**config.mk**
```make
export PLATFORM = sky130hd
export DESIGN_NAME = vec_mul_sequencer
export DESIGN_NICKNAME = d
export VERILOG_FILES = /design/src/rtl/vec_pkg.sv /design/src/rtl/mul_lane.sv /design/src/rtl/vec_mul_sequencer.sv
export SDC_FILE = /design/constraint.sdc
export NUM_CORES = 2
export LEC_CHECK = 0
export ABC_AREA = 1
export CORE_AREA = 4 4 388 390
export DETAILED_ROUTE_END_ITERATION = 10
export DIE_AREA = 0 0 392 394
export PLACE_DENSITY_LB_ADDON = 0.25
export SLEW_MARGIN = 40
export SYNTH_ARGS = -nofsm -noshare
export SYNTH_HDL_FRONTEND = slang
export SYNTH_SLANG_ARGS = --single-unit
```
**constraint.sdc**
```tcl
create_clock -name clk -period 74.8 [get_ports clk]
set_clock_uncertainty 0.05 [all_clocks]
set_input_delay 7.48 -clock clk [delete_from_list [all_inputs] [get_ports clk]]
set_output_delay 7.48 -clock clk [all_outputs]
set_load 0.02 [all_outputs]
```
**src/rtl/vec_pkg.sv**
```systemverilog
// vec_pkg: shared definitions for the vector execution slice.
// Holds the vector register geometry, the opcode map of the vector unit
// and the state encoding used by the multi-cycle multiply sequencer.
package vec_pkg;

  localparam int ELEM_W   = 16;
  localparam int NUM_ELEM = 16;
  localparam int VEC_W    = ELEM_W * NUM_ELEM;

  localparam logic [3:0] VADD = 4'b0000;
  localparam logic [3:0] VDOT = 4'b0001;
  localparam logic [3:0] SMUL = 4'b0010;
  localparam logic [3:0] SST  = 4'b0011;
  localparam logic [3:0] VLD  = 4'b0100;
  localparam logic [3:0] VST  = 4'b0101;
  localparam logic [3:0] SLL  = 4'b0110;
  localparam logic [3:0] SLH  = 4'b0111;
  localparam logic [3:0] NOP  = 4'b1111;

  typedef enum logic [1:0] {
    IDLE = 2'd0,
    RUN  = 2'd1,
    DONE = 2'd2
  } seq_state_t;

endpackage

```
**src/rtl/mul_lane.sv**
```systemverilog
// mul_lane: one combinational multiply(-accumulate) lane.
// Ports:
//   a, b    - 16-bit element operands
//   addend  - value added to the product (dot-product running sum)
//   mode    - 1 = scale (SMUL): addend ignored; 0 = multiply-accumulate
//   y       - (a*b + addend) truncated to 16 bits, two's complement wrap
module mul_lane
  import vec_pkg::*;
(
  input  logic [ELEM_W-1:0] a,
  input  logic [ELEM_W-1:0] b,
  input  logic [ELEM_W-1:0] addend,
  input  logic              mode,
  output logic [ELEM_W-1:0] y
);

  logic [ELEM_W-1:0] prod;
  logic [ELEM_W-1:0] addend_eff;

  // Low 16 bits of the product are identical for signed and unsigned
  // operands, so a plain truncating multiply gives the wrapped result.
  assign prod       = a * b;
  assign addend_eff = mode ? '0 : addend;
  assign y          = prod + addend_eff;

endmodule

```
**src/rtl/vec_mul_sequencer.sv**
```systemverilog
// vec_mul_sequencer: multi-cycle VDOT / SMUL engine beside the vector ALU.
// Accepts one operation through start/busy/done, latches both operands and
// walks the elements LANES at a time on shared mul_lane instances.
// Ports:
//   clk, rst        - clock (rising edge), async active-high reset
//   start, opcode   - operation request; only VDOT and SMUL are accepted
//   op_1, op_2      - operand A; operand B (VDOT) or scalar in [15:0] (SMUL)
//   busy            - operation in progress, starts ignored
//   done            - one-cycle pulse, result valid from this cycle
//   result          - completed result in ALU result-bus format
//   illegal         - one-cycle pulse after a refused (bad opcode) start
module vec_mul_sequencer
  import vec_pkg::*;
#(
  parameter int LANES = 1
) (
  input  logic             clk,
  input  logic             rst,
  input  logic             start,
  input  logic [3:0]       opcode,
  input  logic [VEC_W-1:0] op_1,
  input  logic [VEC_W-1:0] op_2,
  output logic             busy,
  output logic             done,
  output logic [VEC_W-1:0] result,
  output logic             illegal
);

  localparam int IDX_W = $clog2(NUM_ELEM);
  localparam logic [IDX_W-1:0] LAST_IDX = IDX_W'(NUM_ELEM - LANES);
  localparam logic [IDX_W-1:0] IDX_STEP = IDX_W'(LANES);

  seq_state_t state, state_next;

  logic [VEC_W-1:0]  a_q;
  logic [VEC_W-1:0]  b_q;
  logic [3:0]        op_q;
  logic [IDX_W-1:0]  idx;
  logic [ELEM_W-1:0] acc;
  logic [ELEM_W-1:0] acc_next;
  logic [VEC_W-1:0]  shadow;
  logic [VEC_W-1:0]  shadow_next;

  logic legal_op;
  logic can_start;
  logic accept;
  logic refuse;
  logic last_group;
  logic is_smul;

  logic [IDX_W-1:0]  lane_idx [LANES];
  logic [ELEM_W-1:0] lane_a   [LANES];
  logic [ELEM_W-1:0] lane_b   [LANES];
  logic [ELEM_W-1:0] lane_add [LANES];
  logic [ELEM_W-1:0] lane_out [LANES];

  // Starts are only looked at outside RUN; the DONE cycle can accept a
  // new operation so back-to-back issue loses no cycle.
  assign legal_op   = (opcode == VDOT) || (opcode == SMUL);
  assign can_start  = (state != RUN);
  assign accept     = start && can_start && legal_op;
  assign refuse     = start && can_start && !legal_op;
  assign last_group = (state == RUN) && (idx == LAST_IDX);
  assign is_smul    = (op_q == SMUL);

  // Lanes are chained: lane 0 adds the running accumulator and each later
  // lane adds its predecessor, so the last lane yields the new dot sum.
  // In SMUL mode the chain is ignored and every lane writes one element.
  for (genvar l = 0; l < LANES; l++) begin : g_lane
    assign lane_idx[l] = idx + IDX_W'(l);
    assign lane_a[l]   = a_q[lane_idx[l]*ELEM_W +: ELEM_W];
    assign lane_b[l]   = is_smul ? b_q[ELEM_W-1:0]
                                 : b_q[lane_idx[l]*ELEM_W +: ELEM_W];
    if (l == 0) begin : g_first
      assign lane_add[l] = acc;
    end else begin : g_chain
      assign lane_add[l] = lane_out[l-1];
    end
    mul_lane u_lane (
      .a      (lane_a[l]),
      .b      (lane_b[l]),
      .addend (lane_add[l]),
      .mode   (is_smul),
      .y      (lane_out[l])
    );
  end

  assign acc_next = lane_out[LANES-1];

  // Shadow vector with the current group's products merged in; on the
  // final edge this is the complete SMUL result.
  always_comb begin
    shadow_next = shadow;
    for (int l = 0; l < LANES; l++) begin
      shadow_next[lane_idx[l]*ELEM_W +: ELEM_W] = lane_out[l];
    end
  end

  // State register.
  always_ff @(posedge clk or posedge rst) begin
    if (rst) begin
      state <= IDLE;
    end else begin
      state <= state_next;
    end
  end

  // Next-state logic.
  always_comb begin
    state_next = state;
    case (state)
      IDLE:    if (accept) state_next = RUN;
      RUN:     if (last_group) state_next = DONE;
      DONE:    state_next = accept ? RUN : IDLE;
      default: state_next = IDLE;
    endcase
  end

  // Moore outputs decoded from the state.
  always_comb begin
    busy = (state == RUN);
    done = (state == DONE);
  end

  // Datapath: operand latches, index, accumulator, shadow and result.
  // The result register only moves on the completion edge, so it holds
  // the previous answer through refused starts and later operations.
  always_ff @(posedge clk or posedge rst) begin
    if (rst) begin
      a_q     <= '0;
      b_q     <= '0;
      op_q    <= '0;
      idx     <= '0;
      acc     <= '0;
      shadow  <= '0;
      result  <= '0;
      illegal <= 1'b0;
    end else begin
      illegal <= refuse;
      if (accept) begin
        a_q  <= op_1;
        b_q  <= op_2;
        op_q <= opcode;
        idx  <= '0;
        acc  <= '0;
      end else if (state == RUN) begin
        idx    <= idx + IDX_STEP;
        acc    <= acc_next;
        shadow <= shadow_next;
        if (last_group) begin
          result <= is_smul ? shadow_next
                            : {{(VEC_W-ELEM_W){1'b0}}, acc_next};
        end
      end
    end
  end

endmodule

```
==> qor.log <==
INFO  timing         timing.final.ws_setup=63.86ns
INFO  floorplanning  die_w=392um
INFO  global_route   grt_max_degree=196
INFO  logic_synthesis synth.net_count=7132
INFO  setup_path     end_kind=register
INFO  logic_synthesis synth_edf_count=0
INFO  global_route   overflow=0
INFO  logic_synthesis synth_top_flop_cell=sky130_fd_sc_hd__dfrtp_1
INFO  timing         achievable-frequency=0.0914GHz
INFO  cts            htreeDepth=3
INFO  routing        routed-via-count=46322
INFO  timing         final_hold_viol_count=0
INFO  place          place_congestion=0.903
INFO  cells_and_area layout-drive-gt1-share=4.81%
INFO  cells_and_area nets=7703
INFO  cts            ctsLongestPathBuffers=3
INFO  timing         period_needed=10.94ns
INFO  cts            clk_latency=0.77ns
INFO  cts            cts_tree=done
INFO  routing        detail_route.drc_violations=0
INFO  place          dp_hpwl=140000um
INFO  timing         layout_worst_path_cycle_share=14.6%
INFO  setup_path     worst_ep_arrival=11.50ns
INFO  timing         rsz0062_at_grt=false
INFO  run            cap_violations=0
INFO  cells_and_area register_area=26300squm
INFO  cells_and_area area_of_the_multi_input_gates=21600squm
INFO  routing        route.met2.wl=90800um
INFO  floorplanning  initial_util=34.8%
INFO  timing         finalSetupViolCount=0
INFO  setup_path     worst_setup_path_start_kind=primary input
INFO  cts            cts_hold_buffers=0
INFO  global_route   global_route.usage.total=25.4%
INFO  routing        drt_first_pass_iters=6
INFO  logic_synthesis synthesis.area=51200squm
INFO  cts            tritoncts.num_buffers=114
INFO  worst_hold_path worstHoldPathType=reg2reg
INFO  routing        detail_route.iter0.violations=4804
INFO  timing         timing.max_slew.rel_slack=36.3%
INFO  cells_and_area area_growth_syn_to_layout=26.0%
INFO  global_route   grt_antenna_before_repair=58
INFO  cells_and_area fin_util=43.9%
INFO  logic_synthesis synthesis.instances=6461
INFO  place          worst_slack_at_placement=62.52ns
INFO  routing        wl_met1=82800um
INFO  logic_synthesis synth.yosys.warnings=0
INFO  floorplanning  ioPinCount=778
INFO  global_route   first_global_vias=45463
INFO  routing        finalWirelength=200000um
INFO  setup_path     critical_path.max_fanout=151
INFO  floorplanning  dieArea=154000squm
INFO  cts            cts.clk_slew.worst_paths=0.06ns
INFO  logic_synthesis synth_cell_types=45
INFO  logic_synthesis async_flop_share=100%
INFO  timing         timing_max_transition_violations_final=0
INFO  logic_synthesis synth-seq-area-share=51.4%
INFO  cells_and_area num-fill-cells=14668
INFO  cts            ctsRootBufferMaster=sky130_fd_sc_hd__clkbuf_16
INFO  place          portBuffers=777
INFO  floorplanning  coreArea=147000squm
INFO  floorplanning  die_height=394um
INFO  logic_synthesis ys_seq_elements=1051
INFO  routing        route.met3.wl=16700um
INFO  setup_path     critical_path_required=75.37ns
INFO  logic_synthesis synth.avg_cell_area=7.92squm
INFO  setup_path     worstSetupPathType=in2reg
INFO  cts            cts.repair_timing.setup_buffer_count=0
INFO  cts            cts_resized=0
INFO  routing        drt-wirelength-per-cell=22.0um
INFO  floorplanning  std_cell_rows=141
INFO  routing        maxUsedRoutingLayer=met5
INFO  timing         tns=0ns
INFO  cts            cts_sinks=1051
INFO  routing        antenna_violating_nets_post_route=0
INFO  global_route   grt_first_pass_wirelength=296000um
INFO  outcome        status=complete, no violations
INFO  timing         worstMarginPinSlew=0.945ns
INFO  routing        detail_route.vias_per_cell=5.09
==> path summary, 6_finish.rpt <==
kind / to / cells after the start / slack (ns) / start
max in group asynchronous: b_q[86] / 5 / 65.03 / rst
min in group asynchronous: result[134] / 2 / 7.26 / rst
setup / recovery: a_q[43] / 9 / 63.86 / opcode[1]
setup reg to reg: shadow[207] / 36 / 64.86 / idx[0]
hold reg to reg: result[10] / 2 / 0.42 / result[10]
hold / removal: result[10] / 2 / 0.42 / result[10]
==> logic make-up (layout without fill, tap and decap cells) <==
logic type / after synthesis / after routing / share of synthesized area (%)
simple gates: 3292 / 3292 / 25.2
compound gates: 1132 / 1132 / 11.4
flops: 1051 / 1051 / 51.4
buf+inv: 814 / 1480 / 6.57
fa+ha+maj: 152 / 152 / 5.09
xor+xnor: 17 / 17 / 0.291
mux: 3 / 3 / 0.0611
other cells: 0 / 51 / 0
==> cells in the mapped netlist, types with 2 or more instances <==
master	count	share of area (%)
sky130_fd_sc_hd__nor2_1	183	1.3
sky130_fd_sc_hd__o21ai_1	24	0.23
sky130_fd_sc_hd__nor3_1	12	0.12
sky130_fd_sc_hd__o22ai_1	7	0.086
sky130_fd_sc_hd__nand2_1	2780	20
sky130_fd_sc_hd__clkinv_1	5	0.037
sky130_fd_sc_hd__dfrtp_1	1051	51
sky130_fd_sc_hd__mux2i_1	2	0.039
sky130_fd_sc_hd__nand3_1	256	2.5
sky130_fd_sc_hd__nand3_4	2	0.068
sky130_fd_sc_hd__a22o_1	2	0.034
sky130_fd_sc_hd__or2_2	11	0.13
sky130_fd_sc_hd__nor2_4	2	0.044
sky130_fd_sc_hd__buf_1	16	0.12
sky130_fd_sc_hd__xor2_1	11	0.19
sky130_fd_sc_hd__fa_1	94	3.7
sky130_fd_sc_hd__nand4_1	8	0.098
sky130_fd_sc_hd__inv_2	17	0.12
sky130_fd_sc_hd__a21boi_0	2	0.029
sky130_fd_sc_hd__buf_2	49	0.48
sky130_fd_sc_hd__inv_1	400	2.9
sky130_fd_sc_hd__nor2_2	4	0.049
sky130_fd_sc_hd__buf_4	28	0.41
sky130_fd_sc_hd__clkbuf_1	279	2.0
sky130_fd_sc_hd__ha_1	58	1.4
sky130_fd_sc_hd__o211ai_1	52	0.76
sky130_fd_sc_hd__a21oi_1	150	1.5
sky130_fd_sc_hd__xnor2_1	6	0.10
sky130_fd_sc_hd__nand2_4	3	0.066
sky130_fd_sc_hd__nor4_1	2	0.024
sky130_fd_sc_hd__nand3b_1	7	0.10
sky130_fd_sc_hd__nand2_2	19	0.23
sky130_fd_sc_hd__a21oi_2	2	0.034
sky130_fd_sc_hd__o21ai_0	887	8.7
sky130_fd_sc_hd__inv_4	2	0.024
sky130_fd_sc_hd__buf_6	18	0.40
sky130_fd_sc_hd__o21bai_1	2	0.029
==> routing by layer <==
metal  track usage, %  vias to the layer above
met2             39.1                     1807
met4             11.9                       22
met3             5.50                      373
met1             34.1                    22532
li1                 -                    21588
met5                0                        -
==> registers in the layout, indices dropped and copies added (netlist names) <==
name     count
b_q        256
idx          4
illegal      1
a_q        256
acc         16
op_q         4
result     256
shadow     256
state        2
==> placed cells by master (no fill, tap or decap), drive strengths merged, types with 58 or more instances in the layout <==
cell type / n
a21oi: 152
buf: 67
clkbuf: 170
clkdlybuf4s50: 777
dfrtp: 1051
fa: 94
ha: 58
inv: 419
nand2: 2802
nand3: 259
nor2: 189
o21ai: 911
==> critical path, cell delays in order <==
cell and delay [ns]:
sky130_fd_sc_hd__clkdlybuf4s50_1 0.50, sky130_fd_sc_hd__nor2_1 0.05, sky130_fd_sc_hd__nor4_1 0.47, sky130_fd_sc_hd__nand3_4 0.70, sky130_fd_sc_hd__clkinv_8 0.75, sky130_fd_sc_hd__buf_4 0.39
sky130_fd_sc_hd__buf_12 0.30, sky130_fd_sc_hd__buf_6 0.52, sky130_fd_sc_hd__o21ai_0 0.17
==> final cells by class <==
type / instances / area share (%)
diodes: 51 / 0.198
well taps: 1930 / 3.74
multi-input cells: 4596 / 33.5
repair buffers: 845 / 13.2
clock inverters: 42 / 0.818
flip-flops and latches: 1051 / 40.8
clock buffers: 169 / 5.21
inverters: 424 / 2.55
==> through the flow <==
step	hold slack [ns]	instances	cell area [sq um]
final	0.425	9108	64500
after global routing	0.443	9090	64500
after CTS	0.426	9053	64300
after detailed placement	0.409	8842	60400
after global placement	0.403	8839	60200
after floorplan	0.392	6461	51200
Power is not shown: default switching activity piles up to over one toggle a cycle in this logic, so the estimate is an artifact.
